`config.mk`:
```
export PLATFORM = sky130hd
export DESIGN_NAME = dmem_access_unit
export DESIGN_NICKNAME = d
export VERILOG_FILES = /design/src/rtl/dmem_pkg.sv /design/src/rtl/dmem_timeout_ctr.sv /design/src/rtl/dmem_access_unit.sv
export SDC_FILE = /design/constraint.sdc
export NUM_CORES = 1
export LEC_CHECK = 0
export ABC_AREA = 1
export ABC_CLOCK_PERIOD_IN_PS = 1200
export CAP_MARGIN = 20
export CELL_PAD_IN_SITES_DETAIL_PLACEMENT = 0
export CELL_PAD_IN_SITES_GLOBAL_PLACEMENT = 1
export CORE_MARGIN = 3
export CORE_UTILIZATION = 28
export DETAILED_ROUTE_END_ITERATION = 10
export HOLD_SLACK_MARGIN = 0.05
export PLACE_DENSITY = 0.8
export RECOVER_POWER = 50
export SLEW_MARGIN = 20
export SYNTH_ARGS = -nofsm -noshare
export SYNTH_HDL_FRONTEND = slang
export SYNTH_SLANG_ARGS = --single-unit
```
`constraint.sdc`:
```
create_clock -name clk -period 1.2 [get_ports clk]
set_input_delay 0.18 -clock clk [delete_from_list [all_inputs] [get_ports clk]]
set_output_delay 0.18 -clock clk [all_outputs]
set_load 0.02 [all_outputs]
```
`src/rtl/dmem_pkg.sv`:
```
// Shared types and constants for the data-memory access unit.
package dmem_pkg;

  localparam int TO_W = 8;
  localparam logic [1:0] ALIGN_MASK = 2'b11;

  typedef enum logic [1:0] {
    IDLE = 2'd0,
    REQ  = 2'd1,
    DONE = 2'd2
  } dmem_state_t;

  function automatic logic isAligned(input logic [31:0] a);
    return (a[1:0] & ALIGN_MASK) == 2'b00;
  endfunction

endpackage

```
`src/rtl/dmem_timeout_ctr.sv`:
```
// Wait-cycle counter for a pending bus request; hit flags the last permitted cycle.
module dmem_timeout_ctr
  import dmem_pkg::*;
#(
  parameter int TIMEOUT = 255
) (
  input  logic clk,
  input  logic rst_n,
  input  logic clr,
  input  logic en,
  output logic hit
);

  localparam logic [TO_W-1:0] HIT_VAL = TO_W'(TIMEOUT - 1);

  logic [TO_W-1:0] count;

  always_ff @(posedge clk or negedge rst_n) begin
    if (!rst_n) begin
      count <= '0;
    end else if (clr) begin
      count <= '0;
    end else if (en) begin
      count <= count + 1'b1;
    end
  end

  assign hit = (count == HIT_VAL);

endmodule

```
`src/rtl/dmem_access_unit.sv`:
```
// MEM-stage data access controller: turns an EX/MEM load/store into a
// req/ready bus transaction, stalling the pipeline until it retires.
module dmem_access_unit
  import dmem_pkg::*;
#(
  parameter int TIMEOUT = 255
) (
  input  logic        clk,
  input  logic        rst_n,
  input  logic        mem_read,
  input  logic        mem_write,
  input  logic [31:0] addr,
  input  logic [31:0] wdata,
  output logic        stall,
  output logic [31:0] rdata,
  output logic        rdata_valid,
  output logic        access_err,
  output logic        bus_req,
  output logic        bus_we,
  output logic [31:0] bus_addr,
  output logic [31:0] bus_wdata,
  input  logic        bus_ready,
  input  logic [31:0] bus_rdata
);

  dmem_state_t state, nextState;

  logic acc;
  logic ctrClr, ctrEn, ctrHit;
  logic startReq;
  logic loadBus, loadZero, finishRead, errSet;

  assign acc = mem_read | mem_write;

  dmem_timeout_ctr #(.TIMEOUT(TIMEOUT)) u_timeout (
    .clk  (clk),
    .rst_n(rst_n),
    .clr  (ctrClr),
    .en   (ctrEn),
    .hit  (ctrHit)
  );

  always_ff @(posedge clk or negedge rst_n) begin
    if (!rst_n) begin
      state <= IDLE;
    end else begin
      state <= nextState;
    end
  end

  // bus_ready beats a same-cycle timeout; a write wins over a read in IDLE.
  always_comb begin
    nextState  = state;
    ctrClr     = 1'b0;
    ctrEn      = 1'b0;
    startReq   = 1'b0;
    loadBus    = 1'b0;
    loadZero   = 1'b0;
    finishRead = 1'b0;
    errSet     = 1'b0;
    case (state)
      IDLE: begin
        if (acc) begin
          if (isAligned(addr)) begin
            nextState = REQ;
            ctrClr    = 1'b1;
            startReq  = 1'b1;
          end else begin
            nextState  = DONE;
            errSet     = 1'b1;
            loadZero   = ~mem_write;
            finishRead = ~mem_write;
          end
        end
      end
      REQ: begin
        if (bus_ready) begin
          nextState  = DONE;
          loadBus    = ~bus_we;
          finishRead = ~bus_we;
        end else if (ctrHit) begin
          nextState  = DONE;
          errSet     = 1'b1;
          loadZero   = ~bus_we;
          finishRead = ~bus_we;
        end else begin
          ctrEn = 1'b1;
        end
      end
      DONE: begin
        nextState = IDLE;
      end
      default: begin
        nextState = IDLE;
      end
    endcase
  end

  always_ff @(posedge clk or negedge rst_n) begin
    if (!rst_n) begin
      bus_req     <= 1'b0;
      bus_we      <= 1'b0;
      bus_addr    <= '0;
      bus_wdata   <= '0;
      rdata       <= '0;
      rdata_valid <= 1'b0;
      access_err  <= 1'b0;
    end else begin
      bus_req     <= (nextState == REQ);
      rdata_valid <= finishRead;
      if (errSet) begin
        access_err <= 1'b1;
      end
      if (startReq) begin
        bus_we    <= mem_write;
        bus_addr  <= {addr[31:2], 2'b00};
        bus_wdata <= wdata;
      end
      if (loadBus) begin
        rdata <= bus_rdata;
      end else if (loadZero) begin
        rdata <= '0;
      end
    end
  end

  assign stall = rst_n & (((state == IDLE) & acc) | (state == REQ));

endmodule

```
=== Yosys cells after proc, flatten, opt, wreduce, memory -nomap -nowiden ===
Cells that the tools add are included.

* Bits of input ports: 101
* Register bits after elaboration: 108
* Output and inout port bits: 101
* Word-level logic and storage cells: 52

* Reductions and logical operators: 4
* Muxes and demuxes: 29
* Bitwise operators: 6
* Equal/unequal tests: 3
* Add/sub/neg operators: 1

{| class="wikitable"
|+ Operator list
! operator !! count
|-
| $mux W32 || 2
|-
| $mux W1 || 17
|-
| $mux W8 || 2
|-
| $add A8 B1 Y8 const B || 1
|-
| $eq A8 B8 Y1 const B || 1
|-
| $mux W2 || 4
|-
| $pmux W1 S2 || 3
|-
| $eq A2 B1 Y1 const B || 2
|-
| $logic_not A2 Y1 || 2
|-
| $pmux W2 S2 || 1
|-
| $reduce_bool A2 Y1 || 2
|-
| $and A1 B1 Y1 || 2
|-
| $not A1 Y1 || 2
|-
| $or A1 B1 Y1 || 2
|}

=== Logic depth before layout (Yosys ltp) ===
Gate-level depths: netlist of run 1.

* Depth after elaboration: 6
* Mapped depth: 10
* Gate-level depth less buffers: 10

=== Hierarchy ===
A second synthesis of run 1 with hierarchy kept.

* Cell total of the unflattened synthesis: 497
* Area, all modules: 4386.7 um^2

{| class="wikitable"
|+ By module, submodules not included
! module !! instances !! area an instance (um^2) !! cells each
|-
| dmem_access_unit || 1 || 3920.0 || 438
|-
| dmem_timeout_ctr || 1 || 466.7 || 59
|}

=== Worst setup path after synthesis of run 1 ===
No wires, ideal clock.

* Kind: register -> register
* Start point: reg u_timeout.count[0]
* End point: reg rdata[10]
* Data required time: 1.082 ns
* Slack: -0.138 ns
* Data arrival time: 1.220 ns
* Setup time: 0.118 ns
* Cell stages (with the launch flop): 9
* Path through: dfrtp_1 > inv_1 > ha_1 > nand2_1 > nor2_4 > nand4_4 > buf_6 > nand4_1 > nand2_1

* Longest elaborated chain between the ends: 5

{| class="wikitable"
|+ RTL lines
! what !! RTL line !! text
|-
| start: declaration || dmem_timeout_ctr.sv:16 || <nowiki>logic [TO_W-1:0] count;</nowiki>
|-
| start signal: assignment || dmem_timeout_ctr.sv:24 || <nowiki>count <= count + 1'b1;</nowiki>
|-
| $eq A8 B8 Y1 || dmem_timeout_ctr.sv:28 || <nowiki>assign hit = (count == HIT_VAL);</nowiki>
|-
| $mux W1 || dmem_access_unit.sv:81 || <nowiki>end else if (ctrHit) begin</nowiki>
|-
| $mux W1 || dmem_access_unit.sv:77 || <nowiki>if (bus_ready) begin</nowiki>
|-
| $pmux W1 S2 || dmem_access_unit.sv:61 || <nowiki>case (state)</nowiki>
|-
| $reduce_bool A2 Y1 (no source line) || - ||
|-
| end signal: assignment || dmem_access_unit.sv:120 || <nowiki>rdata <= bus_rdata;</nowiki>
|-
| end: declaration || dmem_access_unit.sv:15 || <nowiki>output logic [31:0] rdata,</nowiki>
|}

Every way passes these cells.
A chain may end at the register's enable or synchronous reset.

=== Final worst setup path of run 1 ===
* Start point: reg state[1]
* End point: reg rdata[30]

* Longest elaborated chain between the ends: 3

{| class="wikitable"
|+ RTL lines
! what !! RTL line !! text
|-
| start: declaration || dmem_access_unit.sv:26 || <nowiki>dmem_state_t state, nextState;</nowiki>
|-
| start signal: assignment || dmem_access_unit.sv:47 || <nowiki>state <= nextState;</nowiki>
|-
| $eq A2 B1 Y1 or $logic_not A2 Y1 (tied branches) || dmem_access_unit.sv:61 ||
|-
| $pmux W1 S2 or $mux W1 (tied branches) || dmem_access_unit.sv:61 ||
|-
| $reduce_bool A2 Y1 (no source line) or $mux W32 (tied branches) || - ||
|}

Parallel ways exist; a longest one is shown, timed or not.

==> results of run 1 <==
-- registers in the layout, summed over array words and instances, names as in the netlist --
register and count:
access_err 1, bus_addr 30, bus_req 1, bus_wdata 32, bus_we 1, rdata 32, rdata_valid 1, state 2
u_timeout.count 8
-- critical path: cells and delay by family, from the launching register on --
family | cells | cell delay (ns)
buffers and inverters | 3 | 0.41
flip-flops | 1 | 0.40
AND/OR/NAND/NOR | 5 | 0.51
-- per-stage QoR --
stage | utilization | setup TNS, ns | hold WS (ns)
finish | 0.464 | -19.52 | 0.239
global route | 0.464 | -28.92 | 0.236
CTS | 0.483 | -22.52 | 0.176
detailed placement | 0.437 | -52.29 | 0.413
global placement | 0.437 | -50.15 | 0.415
floorplan | - | -3.35 | -0.116
-- cell usage in the layout, fill, tap and decap left out, drive strengths merged --
cell,instances
clkinvlp,2
dlymetal6s2s,2
a21oi,1
clkbuf,15
or2,1
xor2,3
dfrtp,108
clkinv,3
bufinv,2
nand4,34
ha,2
o211ai,1
o21ai,7
inv,20
clkdlybuf4s15,16
o22ai,1
nor2,7
dlygate4sd3,1
nand3,15
conb,2
nand2,276
clkdlybuf4s50,97
a21boi,1
buf,126
-- layout make-up --
cell class	count	area [µm²]
repair inverters	5	80.1
fillers	1610	8580
repair buffers	247	2210
clock inverters	5	86.3
flip-flops and latches	108	2700
well taps	216	270
multi-input cells	351	1740
clock buffers	10	229
inverters	17	105
-- path summary, 6_finish.rpt --
path                          startpoint             to  slack, ns
min in group asynchronous          rst_n     access_err       0.27
max in group asynchronous          rst_n   bus_wdata[5]       0.18
hold reg to reg            bus_wdata[19]  bus_wdata[19]       0.47
setup / recovery                state[1]      rdata[30]      -0.26
setup reg to reg                state[1]      rdata[30]      -0.26
hold / removal                 mem_write         bus_we       0.24
-- metal layers --
layer  track usage  up-vias  share of wire
met4        0.0424        0          0.016
met5             0        -              0
met2         0.274      135           0.51
met3        0.0566       16          0.071
li1              -     2058              -
met1         0.183     2018           0.40
-- power by group through the flow --
| stage | combinational, mW | clock [mW] | sequential (mW) |
|---|---|---|---|
| after floorplan | 1.39 | 0 | 6.90 |
| after global placement | 6.00 | 0 | 5.49 |
| after detailed placement | 6.12 | 0 | 5.51 |
| after CTS | 5.95 | 3.29 | 5.50 |
| after global routing | 5.91 | 3.45 | 5.61 |
| final | 5.46 | 3.19 | 5.47 |
-- cell usage after synthesis --
master	n	area (µm²)
a21boi_0	1	7.51
a21oi_1	1	5.00
buf_2	7	35.0
buf_4	5	37.5
buf_6	15	169
buf_8	1	15.0
clkinv_4	1	8.76
conb_1	1	3.75
dfrtp_1	108	2700
ha_1	2	25.0
inv_1	14	52.6
inv_2	1	3.75
inv_6	1	8.76
nand2_1	270	1010
nand2_2	4	25.0
nand2_4	2	22.5
nand3_1	13	65.1
nand3_4	2	35.0
nand4_1	33	206
nand4_4	1	21.3
nor2_1	2	7.51
nor2_2	1	6.26
nor2_4	3	33.8
nor2_8	1	20.0
o211ai_1	1	7.51
o21ai_1	4	20.0
o21ai_2	3	26.3
o22ai_1	1	6.26
or2_4	1	8.76
xor2_1	3	26.3
-- cells by family after synthesis --
| kind of cell | count (synthesis) |
|---|---|
| xor+xnor | 3 |
| simple gates | 333 |
| fa+ha+maj | 2 |
| buf+inv | 45 |
| compound gates | 11 |
| other cells | 1 |
| flops | 108 |
-- what timing repair did --
action                     CTS  global route
setup buffers               12             2
resized for setup          382            73
pin swaps                   18             8
hold buffers                 1             0
cloned                       6             2
hold endpoints to repair    42             0
setup endpoints to repair  206           167
==> metrics.md, run 1 <==
| Metric | Value |
|---|---|
| Number of port buffers | `roughly 200` |
| Vias | `4227` |
| Crit Path Class | `flip-flop to flip-flop` |
| Fin nets | `~840` |
| Synth Area in Compound Gates | `0.0157` |
| Minimum clock period | `approximately 1.5 ns` |
| HPWL after detailed placement | `between 9 and 10 mm` |
| Vias in the first global route | `around 4300` |
| # rows | `46` |
| Clock Tree Buf Depth | `2` |
| Initial core utilization | `0.289` |
| Synth cell types | `30` |
| Max-Cap Viols | `0` |
| Seq pwr share | `0.388` |
| Synth Area in Adders | `0.00541` |
| Initial antenna violation count | `0` |
| Place WS | `-0.660 ns` |
| Tot Pwr | `around 14 mW` |
| Drt initial violations | `137` |
| Largest family of logic cells by synthesized area | `simple AND/OR/NAND/NOR gates` |
| Boundary Pins | `about 200` |
| Area of the mapped netlist | `~4600 µm²` |
| CTS tree | `built` |
| Synth Instances | `503` |
| Lkg Pwr | `roughly 3.9 nW` |
| Pint | `8.82 mW` |
| Final hold violation count | `0` |
| Peak VDD IR | `~0.83 mV` |
| Final instance area | `roughly 7400 µm²` |
| Area grow syn2layout | `60.5%` |
| First-pass GRT wire length | `22.7 mm` |
| XOR/XNOR Fraction of Synth Area | `0.00568` |
| Skew final | `approximately 0.0096 ns` |
| Simple-gate share of the synthesized area | `0.317` |
| Outcome | `complete, but fails checks` |
| Hold Crit Class | `input pin to flip-flop` |
| Final antenna-violating net count | `0` |
| Arrival @ worst endpoint | `around 1.7 ns` |
| GPL Wtd Cong | `between 0.7 and 0.8` |
| Seq/Total Area, Yosys | `0.584` |
| Worst-path maximum fanout | `9` |
| Global route overflow | `0` |
| Reg clk slew, reported paths | `~0.070 ns` |
| Psw | `5.29 mW` |
| Slew Limit Headroom | `0.387` |
| Layout cell share with drive strength beyond 1 | `0.297` |
| Sw Share | `0.375` |
| Root buffer cell | `clkbuf_16` |
| Startpoint types | `flip-flop` |
| Final Non-Filler Cells | `~960` |
| GRT Overall Usage | `0.157` |
| Failing checks | `negative setup slack` |
| H-tree depth | `3` |
| Total core area | `16000 µm²` |
| Final period utilization | `1.21` |
| Syn Area/Cell | `around 9.2 µm²` |
| Worst EP required | `roughly 1.4 ns` |
| Dpl cells | `925` |
| Cells along the critical path | `inv_1, nand2_4, buf_6, nor2_4, nand4_4, buf_12, nand4_1, nand2_1` |
| YS warnings | `0` |
| CP max stage cell | `dfrtp_1` |
| Antenna Cells | `0` |
| Avg Vias per Cell | `around 4.4` |
| Combinational share of power | `0.387` |
| Hold Path Cell Cnt | `4` |
| Clock network power share | `0.226` |
| Clock buffer count from CTS | `9` |
| R2R depth | `8` |
| Max Fclk | `slightly below 0.7 GHz` |
| Drt total wl | `around 14 mm` |
| Mux share of post-synthesis cell area | `0` |
| Die Ht | `around 130 µm` |
| Final Max Tran Viols | `0` |
| Per-cell routed wire length | `approximately 15 µm` |
| RSZ-0062 raised after global routing | `true` |
| Die area | `roughly 18000 µm²` |
| Skew-Pair Late Insertion Delay | `about 0.35 ns` |
| DR DRC count | `0` |
| Chip Width | `between 100 and 150 µm` |
| CP max stage delay | `0.40 ns` |
| CTS Sinks | `about 110` |
| Tightest Pin Transition | `between 0.9 and 1 ns` |
| Pwr/cell area | `between 1500 and 2000 nW/µm²` |
| Final WS setup | `-0.257 ns` |
| Seq cells post-synth | `108` |
| CP Capture Type | `flip-flop` |
| Largest net degree at the start of global routing | `between 60 and 70` |
| Post-DP Area | `about 7000 µm²` |
| Final Setup Violations | `around 110` |
| DRT Pass-1 Iters | `4` |
No activity file was read; power rests on OpenSTA's default activity.
==> run 2: changes to the inputs <==
--- a/config.mk
+++ b/config.mk
@@ -16,7 +16,7 @@
 export HOLD_SLACK_MARGIN = 0.05
 export PLACE_DENSITY = 0.8
 export RECOVER_POWER = 50
-export SLEW_MARGIN = 20
+export SLEW_MARGIN = 10
 export SYNTH_ARGS = -nofsm -noshare
 export SYNTH_HDL_FRONTEND = slang
 export SYNTH_SLANG_ARGS = --single-unit
==> results of run 2 <==
Same layout as run 1: the final DEF is identical, and so are final timing and power.
==> run 3: changes to the inputs <==
--- a/config.mk
+++ b/config.mk
@@ -6,15 +6,15 @@
 export NUM_CORES = 1
 export LEC_CHECK = 0
 export ABC_AREA = 1
-export ABC_CLOCK_PERIOD_IN_PS = 1200
+export ABC_CLOCK_PERIOD_IN_PS = 1500
 export CAP_MARGIN = 20
 export CELL_PAD_IN_SITES_DETAIL_PLACEMENT = 0
 export CELL_PAD_IN_SITES_GLOBAL_PLACEMENT = 1
 export CORE_MARGIN = 3
-export CORE_UTILIZATION = 28
+export CORE_UTILIZATION = 30
 export DETAILED_ROUTE_END_ITERATION = 10
 export HOLD_SLACK_MARGIN = 0.05
-export PLACE_DENSITY = 0.8
+export PLACE_DENSITY = 0.81
 export RECOVER_POWER = 50
 export SLEW_MARGIN = 10
 export SYNTH_ARGS = -nofsm -noshare
==> constraint.sdc (replaced) <==
create_clock -name clk -period 1.5 [get_ports clk]
set_input_delay 0.225 -clock clk [delete_from_list [all_inputs] [get_ports clk]]
set_output_delay 0.225 -clock clk [all_outputs]
set_load 0.02 [all_outputs]
==> run 3 against run 2 <==
  * The flow still finishes with violations (negative setup slack)
  * Register-to-register slack gained 0.19 ns
  * Sequential power shrank 20%
  * Critical path depth is the same
  * Total power shrank 21%
  * Via count shrank 0.43%
  * Wire length shrank 1.9%
  * Sequential share of layout area is essentially flat
  * Global-route usage shrank 0.90 points
  * Hold slack gained 0.17 ns
  * Clock-buffer cell count is the same
  * Critical path type unchanged
  * Utilization grew 3.7 points
==> metrics.md, run 3 (same netlist as run 1, synthesis figures left out) <==
| Metric | Value |
|---|---|
| Crit Path Class | `flip-flop to flip-flop (unchanged)` |
| Global route overflow | `0 (unchanged)` |
| Tot Pwr | `11.1 mW (was 14.1 mW)` |
| Outcome | `complete, but fails checks (unchanged)` |
| Skew-Pair Late Insertion Delay | `0.35 ns (about the same)` |
| Clock Tree Buf Depth | `2 (unchanged)` |
| # rows | `44 (was 46)` |
| Filler cells | `1391 (was 1610)` |
| Vias in the first global route | `4140 (was 4328)` |
| Fin nets | `830 (was 842)` |
| Minimum clock period | `1.56 ns (was 1.46 ns)` |
| Slew Limit Headroom | `0.335 (was 0.387)` |
| Number of port buffers | `199 (unchanged)` |
| Pwr/cell area | `1500 nW/µm² (was 1900 nW/µm²)` |
| Register area | `2700 µm² (unchanged)` |
| DR DRC count | `0 (unchanged)` |
| RSZ-0062 raised after global routing | `true (unchanged)` |
| Initial core utilization | `0.312 (was 0.289)` |
| Skew final | `0.00431 ns (was 0.00958 ns)` |
| HPWL after detailed placement | `9.16 mm (was 9.63 mm)` |
| Biggest regs | `bus_wdata x32, rdata x32, bus_addr x30 (unchanged)` |
| Vias | `4209 (was 4227)` |
| Final WS setup | `-0.0620 ns (was -0.257 ns)` |
| Worst-path maximum fanout | `6 (was 9)` |
| Final antenna-violating net count | `0 (unchanged)` |
| Layout cell share with drive strength beyond 1 | `0.133 (was 0.297)` |
| Lkg Pwr | `3.99 nW (was 3.91 nW)` |
| GRT Overall Usage | `0.148 (was 0.157)` |
| Startpoint types | `flip-flop (unchanged)` |
| Final hold violation count | `0 (unchanged)` |
| Area grow syn2layout | `60.4% (was 60.5%)` |
| Final period utilization | `1.04 (was 1.21)` |
| GPL Wtd Cong | `0.781 (was 0.759)` |
| Tightest Pin Transition | `0.998 ns (was 0.920 ns)` |
| Multi-input logic area | `1690 µm² (was 1740 µm²)` |
| Clock buffer count from CTS | `9 (unchanged)` |
| Final Setup Violations | `33 (was 107)` |
| Total core area | `14800 µm² (was 16000 µm²)` |
| Reg clk slew, reported paths | `0.07 ns (about the same)` |
| DRT Pass-1 Iters | `4 (unchanged)` |
| Die area | `16900 µm² (was 18100 µm²)` |
| Peak VDD IR | `0.893 mV (was 0.833 mV)` |
| Hold Crit Class | `input pin to flip-flop (unchanged)` |
| Largest net degree at the start of global routing | `109 (was 67)` |
| Worst EP required | `1.74 ns (was 1.43 ns)` |
| Commonest non-fill, non-tap cell in the layout | `nand2_1 (unchanged)` |
| Initial antenna violation count | `0 (unchanged)` |
| Antenna Cells | `0 (unchanged)` |
| CP Capture Type | `flip-flop (unchanged)` |
| Arrival @ worst endpoint | `1.80 ns (was 1.69 ns)` |
| Final Max Tran Viols | `0 (unchanged)` |
| Boundary Pins | `202 (unchanged)` |
| WHS | `0.405 ns (was 0.239 ns)` |
| Die Ht | `130 µm (was 135 µm)` |
| Place WS | `-0.424 ns (was -0.660 ns)` |
| Max Fclk | `0.640 GHz (was 0.686 GHz)` |
| Max-Cap Viols | `0 (unchanged)` |
| H-tree depth | `3 (unchanged)` |
| Fin Setup TNS | `-1.30 ns (was -19.52 ns)` |
| Avg Vias per Cell | `4.59 (was 4.41)` |
| Failing checks | `negative setup slack (unchanged)` |
| CTS tree | `built (unchanged)` |
| Chip Width | `130 µm (was 135 µm)` |
| First-pass GRT wire length | `20.1 mm (was 22.7 mm)` |
| Most frequent cells in the layout | `254 x nand2_1, 108 x dfrtp_1, 99 x clkdlybuf4s50_1, 98 x dlygate4sd2_1, 33 x nand4_1 (was 246 x nand2_1, 108 x dfrtp_1, 97 x clkdlybuf4s50_1, 81 x buf_2, 33 x nand4_1)` |
| Dpl cells | `879 (was 925)` |
| Final Non-Filler Cells | `916 (was 959)` |
| Root buffer cell | `clkbuf_16 (unchanged)` |
| Per-cell routed wire length | `15.4 µm (was 15.0 µm)` |
| Drt initial violations | `188 (was 137)` |
| CTS Sinks | `108 (unchanged)` |
| Drt total wl | `14.2 mm (was 14.4 mm)` |
-- run 3: changes by cell type in the layout (fill, tap and decap cells not counted), moves of 5 or more --
cell and delta:
dlygate4sd2_1 +98, buf_2 -81, clkdlybuf4s15_2 -16, nand2_2 -9, nand2_1 +8, buf_12 -5, clkbuf_16 +5, nand3_1 +5
nand3_2 -5
-- run 3: worst paths after layout --
check                                   start       endpoint  slack [ns]  cells after the start
max reg2reg                u_timeout.count[0]      rdata[21]       -0.06                      8
min reg2reg                     bus_wdata[23]  bus_wdata[23]        0.47                      2
min in group asynchronous               rst_n      rdata[29]        0.72                      3
max                        u_timeout.count[0]      rdata[21]       -0.06                      8
max in group asynchronous               rst_n   bus_addr[14]        0.09                      3
min                                 wdata[31]  bus_wdata[31]        0.41                      3
-- run 3: final cells by class --
| type | count | share of cell area |
|---|---|---|
| Sequential cell | 108 | 0.364 |
| Timing Repair Buffer | 239 | 0.323 |
| Multi-Input combinational cell | 351 | 0.227 |
| Tap cell | 184 | 0.0310 |
| Clock buffer | 10 | 0.0309 |
| Inverter | 17 | 0.0132 |
| Clock inverter | 6 | 0.00860 |
| Timing Repair inverter | 1 | 0.00219 |
-- run 3: timing repair --
item / 4_1_cts / 5_1_grt
buffers inserted: 1 / 10
resized for setup: 107 / 37
gates cloned: 0 / 9
endpoints found under the setup margin: 170 / 101
pin swaps: 0 / 14
hold buffers: 1 / 0
hold endpoints to repair: 108 / 0
-- run 3: stage by stage --
step           area, µm²   util
6_report            7420  0.501
5_1_grt             7420  0.501
4_1_cts             7020  0.474
3_5_place_dp        6830  0.461
3_3_place_gp        6830  0.461
2_1_floorplan       4630      -
-- run 3: power by group --
group / internal (mW) / total (mW) / switching [mW]
Combinational: 1.81 / 4.36 / 2.55
Clock: 1.30 / 2.40 / 1.10
Sequential: 3.84 / 4.39 / 0.546
-- run 3: routing by layer --
layer	routed length, µm	track usage	vias up	share of wire
met5	0	0	-	0
met4	226	0.0593	0	0.016
met3	1290	0.0610	17	0.091
met2	6730	0.235	162	0.48
met1	5900	0.179	2004	0.42
li1	-	-	2026	-
-- run 3: worst max-delay path: stages (launching register included) --
cell and delay (ns):
dfrtp_1 0.40, inv_2 0.11, ha_4 0.15, nand2_4 0.05
nor2_4 0.16, nand4_4 0.22, clkbuf_16 0.24, nand4_1 0.07
nand2_1 0.06
